--- src/rtl/ifft_butterfly_pipe_if.sv ---
// Handshake and data bundle for the pipelined radix-2 IFFT butterfly.
// The source side (sequencer/testbench) uses master; the butterfly uses slave.
interface ifft_butterfly_pipe_if #(
  parameter int N = 3
);
  localparam int W = 1 << N;

  logic                in_valid;
  logic                in_ready;
  logic [1:0]          tw_idx;
  logic signed [W-1:0] in_1_r;
  logic signed [W-1:0] in_1_i;
  logic signed [W-1:0] in_2_r;
  logic signed [W-1:0] in_2_i;

  logic                out_valid;
  logic                out_ready;
  logic signed [W-1:0] out_1_r;
  logic signed [W-1:0] out_1_i;
  logic signed [W-1:0] out_2_r;
  logic signed [W-1:0] out_2_i;

  modport master (
    output in_valid, tw_idx, in_1_r, in_1_i, in_2_r, in_2_i, out_ready,
    input  in_ready, out_valid, out_1_r, out_1_i, out_2_r, out_2_i
  );

  modport slave (
    input  in_valid, tw_idx, in_1_r, in_1_i, in_2_r, in_2_i, out_ready,
    output in_ready, out_valid, out_1_r, out_1_i, out_2_r, out_2_i
  );
endinterface

--- src/rtl/ifft_butterfly_pipe.sv ---
// Three-stage radix-2 IFFT butterfly: out = (in_1 +/- W8^-k * in_2) / 2, saturated,
// with a single global stall enable driven by downstream backpressure.
module ifft_butterfly_pipe #(
  parameter int N = 3
) (
  input logic                   clk,
  input logic                   rst,
  ifft_butterfly_pipe_if.slave  bus
);
  localparam int W = 1 << N;
  localparam logic signed [W+1:0] sat_max = (W+2)'((1 << (W-1)) - 1);
  localparam logic signed [W+1:0] sat_min = (W+2)'(-(1 << (W-1)));

  function automatic logic signed [W+1:0] sx(input logic signed [W-1:0] v);
    return {{2{v[W-1]}}, v};
  endfunction

  // 1/sqrt(2) ~= 0.703125 as a shift-add; each shift floors toward -inf.
  function automatic logic signed [W+1:0] k_scale(input logic signed [W:0] x);
    logic signed [W+1:0] xe;
    xe = {x[W], x};
    return (xe >>> 1) + (xe >>> 3) + (xe >>> 4) + (xe >>> 6);
  endfunction

  function automatic logic [W-1:0] sat(input logic signed [W+1:0] v);
    if (v > sat_max)      return sat_max[W-1:0];
    else if (v < sat_min) return sat_min[W-1:0];
    else                  return v[W-1:0];
  endfunction

  logic adv;
  assign adv          = !bus.out_valid || bus.out_ready;
  assign bus.in_ready = adv;

  // S1 inputs: rotation helper terms formed before the first register.
  logic signed [W:0] d_in, s_in;
  assign d_in = {bus.in_2_r[W-1], bus.in_2_r} - {bus.in_2_i[W-1], bus.in_2_i};
  assign s_in = {bus.in_2_r[W-1], bus.in_2_r} + {bus.in_2_i[W-1], bus.in_2_i};

  logic                s1_valid;
  logic [1:0]          s1_k;
  logic signed [W-1:0] s1_a_r, s1_a_i, s1_b_r, s1_b_i;
  logic signed [W:0]   s1_d, s1_s;

  logic                s2_valid;
  logic signed [W-1:0] s2_a_r, s2_a_i;
  logic signed [W+1:0] s2_t_r, s2_t_i;

  logic signed [W+1:0] t_r, t_i;

  // NOTE: every output of an always_comb gets a default first so no path leaves it unassigned (no latch).
  always_comb begin
    t_r = sx(s1_b_r);
    t_i = sx(s1_b_i);
    case (s1_k)
      2'd1: begin
        t_r = k_scale(s1_d);
        t_i = k_scale(s1_s);
      end
      2'd2: begin
        t_r = -sx(s1_b_i);
        t_i = sx(s1_b_r);
      end
      2'd3: begin
        t_r = -k_scale(s1_s);
        t_i = k_scale(s1_d);
      end
      default: ;
    endcase
  end

  logic signed [W+1:0] sum_r, sum_i, dif_r, dif_i;
  assign sum_r = sx(s2_a_r) + s2_t_r;
  assign sum_i = sx(s2_a_i) + s2_t_i;
  assign dif_r = sx(s2_a_r) - s2_t_r;
  assign dif_i = sx(s2_a_i) - s2_t_i;

  // NOTE: data registers are reset along with the valids so outputs read zero during reset.
  always_ff @(posedge clk or negedge rst) begin
    if (!rst) begin
      s1_valid      <= 1'b0;
      s1_k          <= '0;
      s1_a_r        <= '0;
      s1_a_i        <= '0;
      s1_b_r        <= '0;
      s1_b_i        <= '0;
      s1_d          <= '0;
      s1_s          <= '0;
      s2_valid      <= 1'b0;
      s2_a_r        <= '0;
      s2_a_i        <= '0;
      s2_t_r        <= '0;
      s2_t_i        <= '0;
      bus.out_valid <= 1'b0;
      bus.out_1_r   <= '0;
      bus.out_1_i   <= '0;
      bus.out_2_r   <= '0;
      bus.out_2_i   <= '0;
    end else if (adv) begin
      s1_valid      <= bus.in_valid;
      s1_k          <= bus.tw_idx;
      s1_a_r        <= bus.in_1_r;
      s1_a_i        <= bus.in_1_i;
      s1_b_r        <= bus.in_2_r;
      s1_b_i        <= bus.in_2_i;
      s1_d          <= d_in;
      s1_s          <= s_in;
      s2_valid      <= s1_valid;
      s2_a_r        <= s1_a_r;
      s2_a_i        <= s1_a_i;
      s2_t_r        <= t_r;
      s2_t_i        <= t_i;
      bus.out_valid <= s2_valid;
      bus.out_1_r   <= sat(sum_r >>> 1);
      bus.out_1_i   <= sat(sum_i >>> 1);
      bus.out_2_r   <= sat(dif_r >>> 1);
      bus.out_2_i   <= sat(dif_i >>> 1);
    end
  end
endmodule

--- src/flat_wrapper.sv ---
// flat-port wrapper written by rule: the top's interface ports become plain ports
module ifft_butterfly_pipe_flat 
#(
  parameter int N = 3
)
  (clk, rst, bus_in_valid, bus_tw_idx, bus_in_1_r, bus_in_1_i, bus_in_2_r, bus_in_2_i, bus_out_ready, bus_in_ready, bus_out_valid, bus_out_1_r, bus_out_1_i, bus_out_2_r, bus_out_2_i);
  ifft_butterfly_pipe_if #(.N(N)) bus_i ();
  input logic clk;
  input logic rst;
  input wire logic [$bits(bus_i.in_valid)-1:0] bus_in_valid;
  input wire logic [$bits(bus_i.tw_idx)-1:0] bus_tw_idx;
  input wire logic [$bits(bus_i.in_1_r)-1:0] bus_in_1_r;
  input wire logic [$bits(bus_i.in_1_i)-1:0] bus_in_1_i;
  input wire logic [$bits(bus_i.in_2_r)-1:0] bus_in_2_r;
  input wire logic [$bits(bus_i.in_2_i)-1:0] bus_in_2_i;
  input wire logic [$bits(bus_i.out_ready)-1:0] bus_out_ready;
  output wire logic [$bits(bus_i.in_ready)-1:0] bus_in_ready;
  output wire logic [$bits(bus_i.out_valid)-1:0] bus_out_valid;
  output wire logic [$bits(bus_i.out_1_r)-1:0] bus_out_1_r;
  output wire logic [$bits(bus_i.out_1_i)-1:0] bus_out_1_i;
  output wire logic [$bits(bus_i.out_2_r)-1:0] bus_out_2_r;
  output wire logic [$bits(bus_i.out_2_i)-1:0] bus_out_2_i;
  assign bus_i.in_valid = bus_in_valid;
  assign bus_i.tw_idx = bus_tw_idx;
  assign bus_i.in_1_r = bus_in_1_r;
  assign bus_i.in_1_i = bus_in_1_i;
  assign bus_i.in_2_r = bus_in_2_r;
  assign bus_i.in_2_i = bus_in_2_i;
  assign bus_i.out_ready = bus_out_ready;
  assign bus_in_ready = bus_i.in_ready;
  assign bus_out_valid = bus_i.out_valid;
  assign bus_out_1_r = bus_i.out_1_r;
  assign bus_out_1_i = bus_i.out_1_i;
  assign bus_out_2_r = bus_i.out_2_r;
  assign bus_out_2_i = bus_i.out_2_i;
  ifft_butterfly_pipe #(.N(N)) u_core (.clk(clk), .rst(rst), .bus(bus_i));
endmodule
--- config.mk ---
export PLATFORM = sky130hd
export DESIGN_NAME = ifft_butterfly_pipe_flat
export DESIGN_NICKNAME = d
export VERILOG_FILES = /design/src/rtl/ifft_butterfly_pipe_if.sv /design/src/rtl/ifft_butterfly_pipe.sv /design/src/flat_wrapper.sv
export SDC_FILE = /design/constraint.sdc
export NUM_CORES = 1
export LEC_CHECK = 0
export CORE_MARGIN = 3
export CORE_UTILIZATION = 60
export CTS_CLUSTER_DIAMETER = 120
export DETAILED_ROUTE_END_ITERATION = 6
export DONT_BUFFER_PORTS = 1
export PLACE_DENSITY = 0.83
export SLEW_MARGIN = 20
export SYNTH_ARGS = -nofsm -noshare
export SYNTH_HDL_FRONTEND = slang
export SYNTH_SLANG_ARGS = --single-unit
--- constraint.sdc ---
create_clock -name clk -period 11.6 [get_ports clk]
set_clock_uncertainty 0.2 [all_clocks]
set_input_delay 3.48 -clock clk [delete_from_list [all_inputs] [get_ports clk]]
set_output_delay 3.48 -clock clk [all_outputs]
set_load 0.005 [all_outputs]
==> results_dict.tcl, run 1 <==
set metrics [dict create \
    root_buffer "clkbuf_16" \
    cp.required_ns 7.92 \
    max_stage_delay_ns 0.60 \
    seq_area_frac_synth_pct 33.4 \
    hold_depth 2 \
    path_cells "nor2b_4 > inv_4" \
    die_area_sq_um 16600 \
    cp-start-kind "input pin" \
    grt-ovfl-total 0 \
    setup_viol 0 \
    hold_class "reg -> reg" \
    r2r_cells 14 \
    synth_cells 1039 \
    cts_sinks 121 \
    clk_pin_slew_ns 0.06 \
    final_common_cell "nand2_1" \
    clock_path_buffers 2 \
    die_x_um 129 \
    critPathSlowestCell "nor2b_4" \
    antenna_left 0 \
    critPathBufInv 1 \
    relSlewSlack_pct 33.1 \
    ys_types 75 \
    drc_errors 0 \
    routabilityCongestion 0.900 \
    cp-end-kind "primary output" \
    start_util_pct 61.9 \
    drtIter0Drc 592 \
    synth-seq-cells 121 \
    max_freq_mhz 123 \
    drive_above_1_share_pct 6.54 \
    vias 7444 \
    cts_resized 0 \
    wl_per_cell_um 17.5 \
    grt_pass1_wl_um 35600 \
    rsz0062_at_grt "no" \
    finalNetCount 1142 \
    first_global_vias 7293 \
    portBuffers 0 \
    finalSetupTns_ns 0 \
    syn_area_per_cell_sq_um 8.73 \
    mostFrequentLayoutCells "196 x nand2_1, 121 x dfrtp_1, 76 x nor2_1, 71 x ha_1, 65 x inv_1" \
    hold_violations 0 \
    drt_wl_total_um 21200 \
    insertion_delay_ns 0.43 \
    holdBufCountCts 0 \
    dp_hpwl_um 15000 \
    slew_violations 0 \
    areaGrowthSynthToFinish_pct 8.13 \
    antenna_found_initial 0 \
    drtPass1Iterations 6 \
    viasPerCell 6.16 \
    cp_top_family "simple AND/OR/NAND/NOR gates" \
    timing.final.crit_share_pct 70.2 \
    synth_edf_count 0 \
    syn-num-nets 1170 \
    fillers 1167 \
    grt_usage_pct 26.7 \
    async_reset_ff_share_pct 100 \
    ctsHtreeMaxLevel 4 \
    cts_tree "done" \
    cp_max_fo 40 \
    cp_num_cells 2 \
    diodes 0 \
    top_regs "u_core.s2_t_i (10), u_core.s2_t_r (10)" \
    grt_start_max_net_pins 122 \
    ioPinCount 72 \
    post_synth_instance_area_sq_um 9070 \
    cp_data_arrival_time_ns 4.46 \
    chipHeight_um 129 \
    status "finished clean" \
    period_minus_slack_ns 8.14 \
    worst-setup-path-type "in -> out" \
    ys.warnings.count 0 \
    cts_setup_buffers 0 \
    ys.flop_type "dfrtp_1" \
    tightest_slew_ns 1.00 \
    drv_cap 0 \
    row_count 44 \
    cts_made_buffers 17 \
    core_sq_um 14600 \
]
area by class of cell:
cell class	count	area, sq um	share of cell area (%)
multi-input cells	802	5600	57.1
flip-flops and latches	121	3030	30.9
clock buffers	22	484	4.94
inverters	66	250	2.55
well taps	184	230	2.35
clock inverters	10	188	1.91
repair buffers	3	22.5	0.230
synth_stat cells, types with 6 or more instances:
master / n / area (sq um)
a211oi_1: 8 / 60.1
a21boi_0: 6 / 45.0
a21o_1: 7 / 52.6
a21oi_1: 54 / 270
a31oi_1: 7 / 43.8
and3_1: 6 / 37.5
buf_1: 10 / 37.5
clkbuf_1: 37 / 139
dfrtp_1: 121 / 3030
fa_1: 22 / 440
ha_1: 71 / 888
inv_1: 66 / 248
mux4_2: 13 / 293
nand2_1: 196 / 736
nand2b_1: 11 / 68.8
nand3_1: 23 / 115
nor2_1: 76 / 285
nor2b_1: 10 / 62.6
nor3_1: 21 / 105
nor3b_1: 7 / 52.6
nor4_1: 10 / 62.6
o211a_1: 7 / 70.1
o211ai_1: 8 / 60.1
o21ai_0: 55 / 275
o21bai_1: 8 / 60.1
o31ai_1: 11 / 82.6
or3_1: 10 / 62.6
xnor2_1: 45 / 394
xor2_1: 16 / 140
stage by stage:
| step | hold WS, ns | cells | area [sq um] | worst slack [ns] | utilization, % |
|---|---|---|---|---|---|
| 4_1_cts | 0.273 | 1208 | 9800 | 3.49 | 66.9 |
| 6_report | 0.273 | 1208 | 9800 | 3.46 | 66.9 |
| 3_5_place_dp | 0.259 | 1176 | 9130 | 3.47 | 62.4 |
| 3_3_place_gp | 0.241 | 1176 | 9130 | 3.48 | 62.4 |
| 5_1_grt | 0.295 | 1208 | 9800 | 3.34 | 66.9 |
| 2_1_floorplan | 0.230 | 1039 | 9070 | 3.75 | - |
per-layer routing:
layer / share of wire, % / wire length, um / vias up / GRT usage, %
li1: - / - / 3557 / -
met1: 43 / 9180 / 3579 / 35.1
met2: 48 / 10200 / 268 / 43.5
met3: 6.8 / 1450 / 40 / 7.22
met4: 1.8 / 378 / 0 / 8.28
met5: 0 / 0 / - / 0
kinds of logic (layout without fill, tap and decap cells):
family,after synthesis,count (layout),share of synthesized area [%]
buffers and inverters,116,101,4.91
DFF,121,121,33.4
muxes,19,19,3.95
and+or+nand+nor,394,394,19.6
AOI/OAI and AO/OA,235,235,17.6
adders and majority gates,93,93,14.7
xor gates and xnor gates,61,61,5.89
final timing paths:
| check | start | endpoint | slack, ns |
|---|---|---|---|
| max in group asynchronous | rst | u_core.s2_t_r[2] | 8.38 |
| setup reg to reg | u_core.s1_s[4] | u_core.s2_t_r[8] | 7.36 |
| hold reg to reg | u_core.s1_a_i[3] | u_core.s1_a_i[3] | 0.27 |
| setup / recovery | bus_out_ready | bus_in_ready | 3.46 |
| min in group asynchronous | rst | u_core.bus.out_1_r[5] | 2.54 |
| hold / removal | u_core.s1_a_i[3] | u_core.s1_a_i[3] | 0.27 |
Power of run 1 is not shown: default switching activity piles up to over one toggle a cycle in this logic, so the estimate is an artifact.
==> run 2, diff against run 1 <==
Clock period 11.6 ns to 8.4 ns, I/O delays scaled along.
==> run 2 against run 1 <==
Sequential cell count did not move. Setup slack lost 0.67 ns. Sequential share of layout area increased by 0.23 points. Critical path depth unchanged. Cell count barely moved. Non-clock buffer count grew 1. Core utilization down 0.50 points. Register-to-register slack worse by 3.2 ns. Cell area is 0.75% lower. Routed wire length shrank 3.0%. Via count shrank 0.17%.
==> results_dict.tcl, run 2 (synthesized netlist as in run 1, its figures left out) <==
set metrics [dict create \
    grt_start_max_net_pins 122 \
    cp-end-kind "primary output" \
    wl_per_cell_um 17.0 \
    worst-setup-path-type "in -> out" \
    max_freq_mhz 178 \
    tightest_slew_ns 0.992 \
    grt_pass1_wl_um 34100 \
    ioPinCount 72 \
    grt-ovfl-total 0 \
    cp.required_ns 5.68 \
    hold_class "reg -> reg" \
    critPathSlowestCell "inv_4" \
    fillers 1146 \
    antenna_left 0 \
    r2r-start "u_core.s1_s[4]" \
    root_buffer "clkbuf_16" \
    finalNetCount 1143 \
    antenna_found_initial 0 \
    row_count 44 \
    finalSetupTns_ns 0 \
    areaGrowthSynthToFinish_pct 7.31 \
    core_sq_um 14600 \
    path_cells "nor2b_4 > inv_4" \
    cts_made_buffers 17 \
    die_area_sq_um 16600 \
    timing.final.crit_share_pct 66.8 \
    chipHeight_um 129 \
    top_regs "u_core.s2_t_i (10), u_core.s2_t_r (10)" \
    routabilityCongestion 0.924 \
    ctsHtreeMaxLevel 4 \
    worst_r2r_endpoint "u_core.s2_t_r[8]" \
    cts_resized 0 \
    slew_violations 0 \
    r2r_slack_ns 4.15 \
    first_global_vias 7094 \
    die_x_um 129 \
    register_area_sq_um 3030 \
    start_util_pct 61.9 \
    multi_input_area_sq_um 5600 \
    drtIter0Drc 549 \
    clock_path_buffers 2 \
    clk_pin_slew_ns 0.06 \
    cts_sinks 121 \
    crit_start "bus_out_ready" \
    portBuffers 0 \
    final_common_cell "nand2_1" \
    min-delay-start "u_core.s2_valid" \
    drive_above_1_share_pct 6.73 \
    cp_top_family "buffers and inverters" \
    insertion_delay_ns 0.43 \
    max_stage_delay_ns 0.34 \
    diodes 0 \
    holdBufCountCts 0 \
    grt_usage_pct 25.4 \
    hold_end "u_core.bus.out_valid" \
    mostFrequentLayoutCells "196 x nand2_1, 121 x dfrtp_1, 76 x nor2_1, 71 x ha_1, 65 x inv_1" \
    cts_setup_buffers 0 \
    setup_viol 0 \
    r2r_cells 14 \
    drv_cap 0 \
    drtPass1Iterations 5 \
    vias 7431 \
    hold_depth 1 \
    period_minus_slack_ns 5.61 \
    cp-start-kind "input pin" \
    cts_tree "done" \
    rsz0062_at_grt "no" \
    dp_hpwl_um 15000 \
    drt_wl_total_um 20500 \
    hold_violations 0 \
    critPathBufInv 1 \
    cp_max_fo 41 \
    status "finished clean" \
    drc_errors 0 \
    viasPerCell 6.15 \
    cp_data_arrival_time_ns 2.89 \
    relSlewSlack_pct 33.9 \
]
[run 2: area by class of cell]
class,instances,share of cell area (%)
Tap cell,184,2.37
Multi-Input combinational cell,802,57.6
Clock buffer,17,4.37
Timing Repair Buffer,4,0.309
Inverter,66,2.57
Clock inverter,15,1.70
Sequential cell,121,31.1
[run 2: worst max path at each step]
stage                         to  slack (ns)  cells after the start
global route        bus_in_ready        2.75                      2
floorplan           bus_in_ready        2.47                      4
detailed placement  bus_in_ready        2.79                      2
global placement    bus_in_ready        2.79                      2
CTS                 bus_in_ready        2.79                      2
finish              bus_in_ready        2.79                      2
[run 2: metal layers]
layer  wire [um]  GRT usage, %  vias up  part of all wire (%)
li1            -             -     3563                     -
met1        9070          33.6     3573                    44
met2        9440          39.6      247                    46
met3        1420          7.18       48                   6.9
met4         611          10.6        0                   3.0
met5           0             0        -                     0
[run 2: through the flow]
step | cells | util (%) | instance area (sq um) | hold slack [ns] | setup slack (ns)
2_1_floorplan | 1039 | - | 9070 | 0.230 | 2.47
3_3_place_gp | 1177 | 62.4 | 9140 | 0.239 | 2.79
6_report | 1209 | 66.4 | 9730 | 0.266 | 2.79
4_1_cts | 1209 | 66.4 | 9730 | 0.270 | 2.79
3_5_place_dp | 1177 | 62.4 | 9140 | 0.255 | 2.79
5_1_grt | 1209 | 66.4 | 9730 | 0.290 | 2.75
Power of run 2 is left out for the same reason.
==> variant (config.mk and constraints of run 1) <==
Make the reset (`rst`) synchronous in one clocked block.
--- a/src/rtl/ifft_butterfly_pipe.sv
+++ b/src/rtl/ifft_butterfly_pipe.sv
@@ -76,7 +76,7 @@
   assign dif_i = sx(s2_a_i) - s2_t_i;
 
   // NOTE: data registers are reset along with the valids so outputs read zero during reset.
-  always_ff @(posedge clk or negedge rst) begin
+  always_ff @(posedge clk) begin
     if (!rst) begin
       s1_valid      <= 1'b0;
       s1_k          <= '0;
Formal check against the unedited RTL: differs if rst is asserted again (counterexample within 4 cycles, from zero or initial values and one cycle with rst low); with rst held inactive, the same outputs for 4 cycles.
==> variant against run 1 <==
- final area shrank 5.7%
- global-route usage fell by 1.2 points
- cell count shrank 1.7%
- worst setup slack gained 0.22 ns
- critical path depth grew 1
- synthesized area down 5.3%
- sequential cell count stayed put
- maximum frequency is 2.7% higher
- synthesized cell count shrank 0.29%
- worst hold slack got worse by 0.012 ns
- wire length down 6.3%
- via count shrank 3.7%
- die area decreased by 5.0%
- largest cell class unchanged
- highest routed layer unchanged
==> variant: results (changes against run 1) <==
status: finished clean
worst reg2reg setup slack: 7.34 ns (-0.02 ns)
first-pass GRT wire length: 33,200 um (-6.7%)
most frequent cell after synthesis: nand2_1
Critical Path Source: bus_out_ready
largest net degree at the start of global routing: 122 (unchanged)
drt pass-1 iters: 5 (-1)
met3 Resource Use GR: 5.81% (-1.4 points)
largest cells by area after synthesis: dfxtp_1, ha_1, nand2_1
post-synth cell types: 64 (-15%)
Routed met1 length: 8870 um (-3.4%)
Setup Fix Bufs, Post-CTS: 0 (unchanged)
Vias: 7,168 (-3.7%)
RR Endpoint: u_core.s2_t_r[6]$_SDFFE_PN0P_
Slew HR: 32.4% (-0.74 points)
share of layout cells above drive strength 1: 7.14% (+0.60 points)
GRT met1 Usage: 34.1% (-1.0 points)
Max Used Layer: met4
top_reg_cell synth: dfxtp_1
CP max FO: 47 (+18%)
Resized cells post-CTS: 0 (unchanged)
met3 wire length: 1360 um (-6.4%)
Post-synth ARST share: 0% (-100 points)
met2 wire length: 9210 um (-9.3%)
HP Class: flip-flop to flip-flop
Avg WL per Cell: 16.7 um (-4.7%)
Ys Warns: 0 (unchanged)
R2R Path Start: u_core.s1_s[4]$_SDFFE_PN0P_
Final Net Count: 1,127 (-1.3%)
Iter 0 DRT Violations: 544 (-8.1%)
hold endpoint: u_core.s1_a_r[5]$_SDFFE_PN0P_
P_seq: 0.529 mW
hold wc startpoint: u_core.s1_a_r[5]$_SDFFE_PN0P_
CTS Root Cell: clkbuf_16
Max stage delay cell, worst path: buf_4
top post-synthesis cells by count: nand2_1, dfxtp_1, a21oi_1, o21ai_0, ha_1
clock buffer depth: 2 (unchanged)
syn nets: 1,167 (-0.26%)
switch share: 34.8%
GRT Overall Usage: 25.5% (-1.2 points)
cts hold-fix bufs: 0 (unchanged)
Placed Area: 0.00861 sq mm (-5.7%)
Skew-Pair Late Insertion Delay: 0.43 ns (about the same)
CP arrival: 4.24 ns (-0.22 ns)
vias in the first global route: 6,832 (-6.3%)
slowest stage delay, CP: 0.37 ns (-0.23 ns)
Ant. Diodes: 0 (unchanged)
TritonCTS buffer count: 17 (unchanged)
leak pwr: 3.84 nW
RePlAce Congestion: 0.896 (-0.48%)
Clock Power Share: 33.7%
Post-Synthesis Cells: 1,036 (-0.29%)
sequential area share after synthesis: 28.2% (-5.2 points)
final wirelength: 19,800 um (-6.3%)
M2 GR Usage: 41.4% (-2.1 points)
Final HPWL DP: 14,000 um (-6.7%)
H-Tree Depth: 4 (unchanged)
CP delay by family, top: buffers and inverters
## variant: per-stage QoR
stage	hold WS [ns]	worst slack, ns	power [mW]
floorplan	0.241	3.71	0.986
global placement	0.249	3.72	1.09
detailed placement	0.257	3.69	1.11
CTS	0.263	3.69	1.68
global route	0.292	3.60	1.78
finish	0.261	3.68	1.68
## variant: cell type report
type / count / area [sq um]
Timing Repair Buffer: 5 / 37.5
Clock inverter: 13 / 193
Sequential cell: 121 / 2420
Tap cell: 180 / 225
Fill cell: 1141 / 4690
Multi-Input combinational cell: 784 / 5680
Clock buffer: 18 / 439
Inverter: 67 / 254
## variant: kinds of logic (layout without fill, tap and decap cells)
group | after synthesis | after routing | synth area share [%]
compound gates | 318 | 318 | 24.1
xor+xnor | 60 | 60 | 6.21
buf+inv | 131 | 103 | 5.78
simple gates | 291 | 291 | 15.9
mux | 14 | 14 | 3.41
flops | 121 | 121 | 28.2
fa+ha+maj | 101 | 101 | 16.4
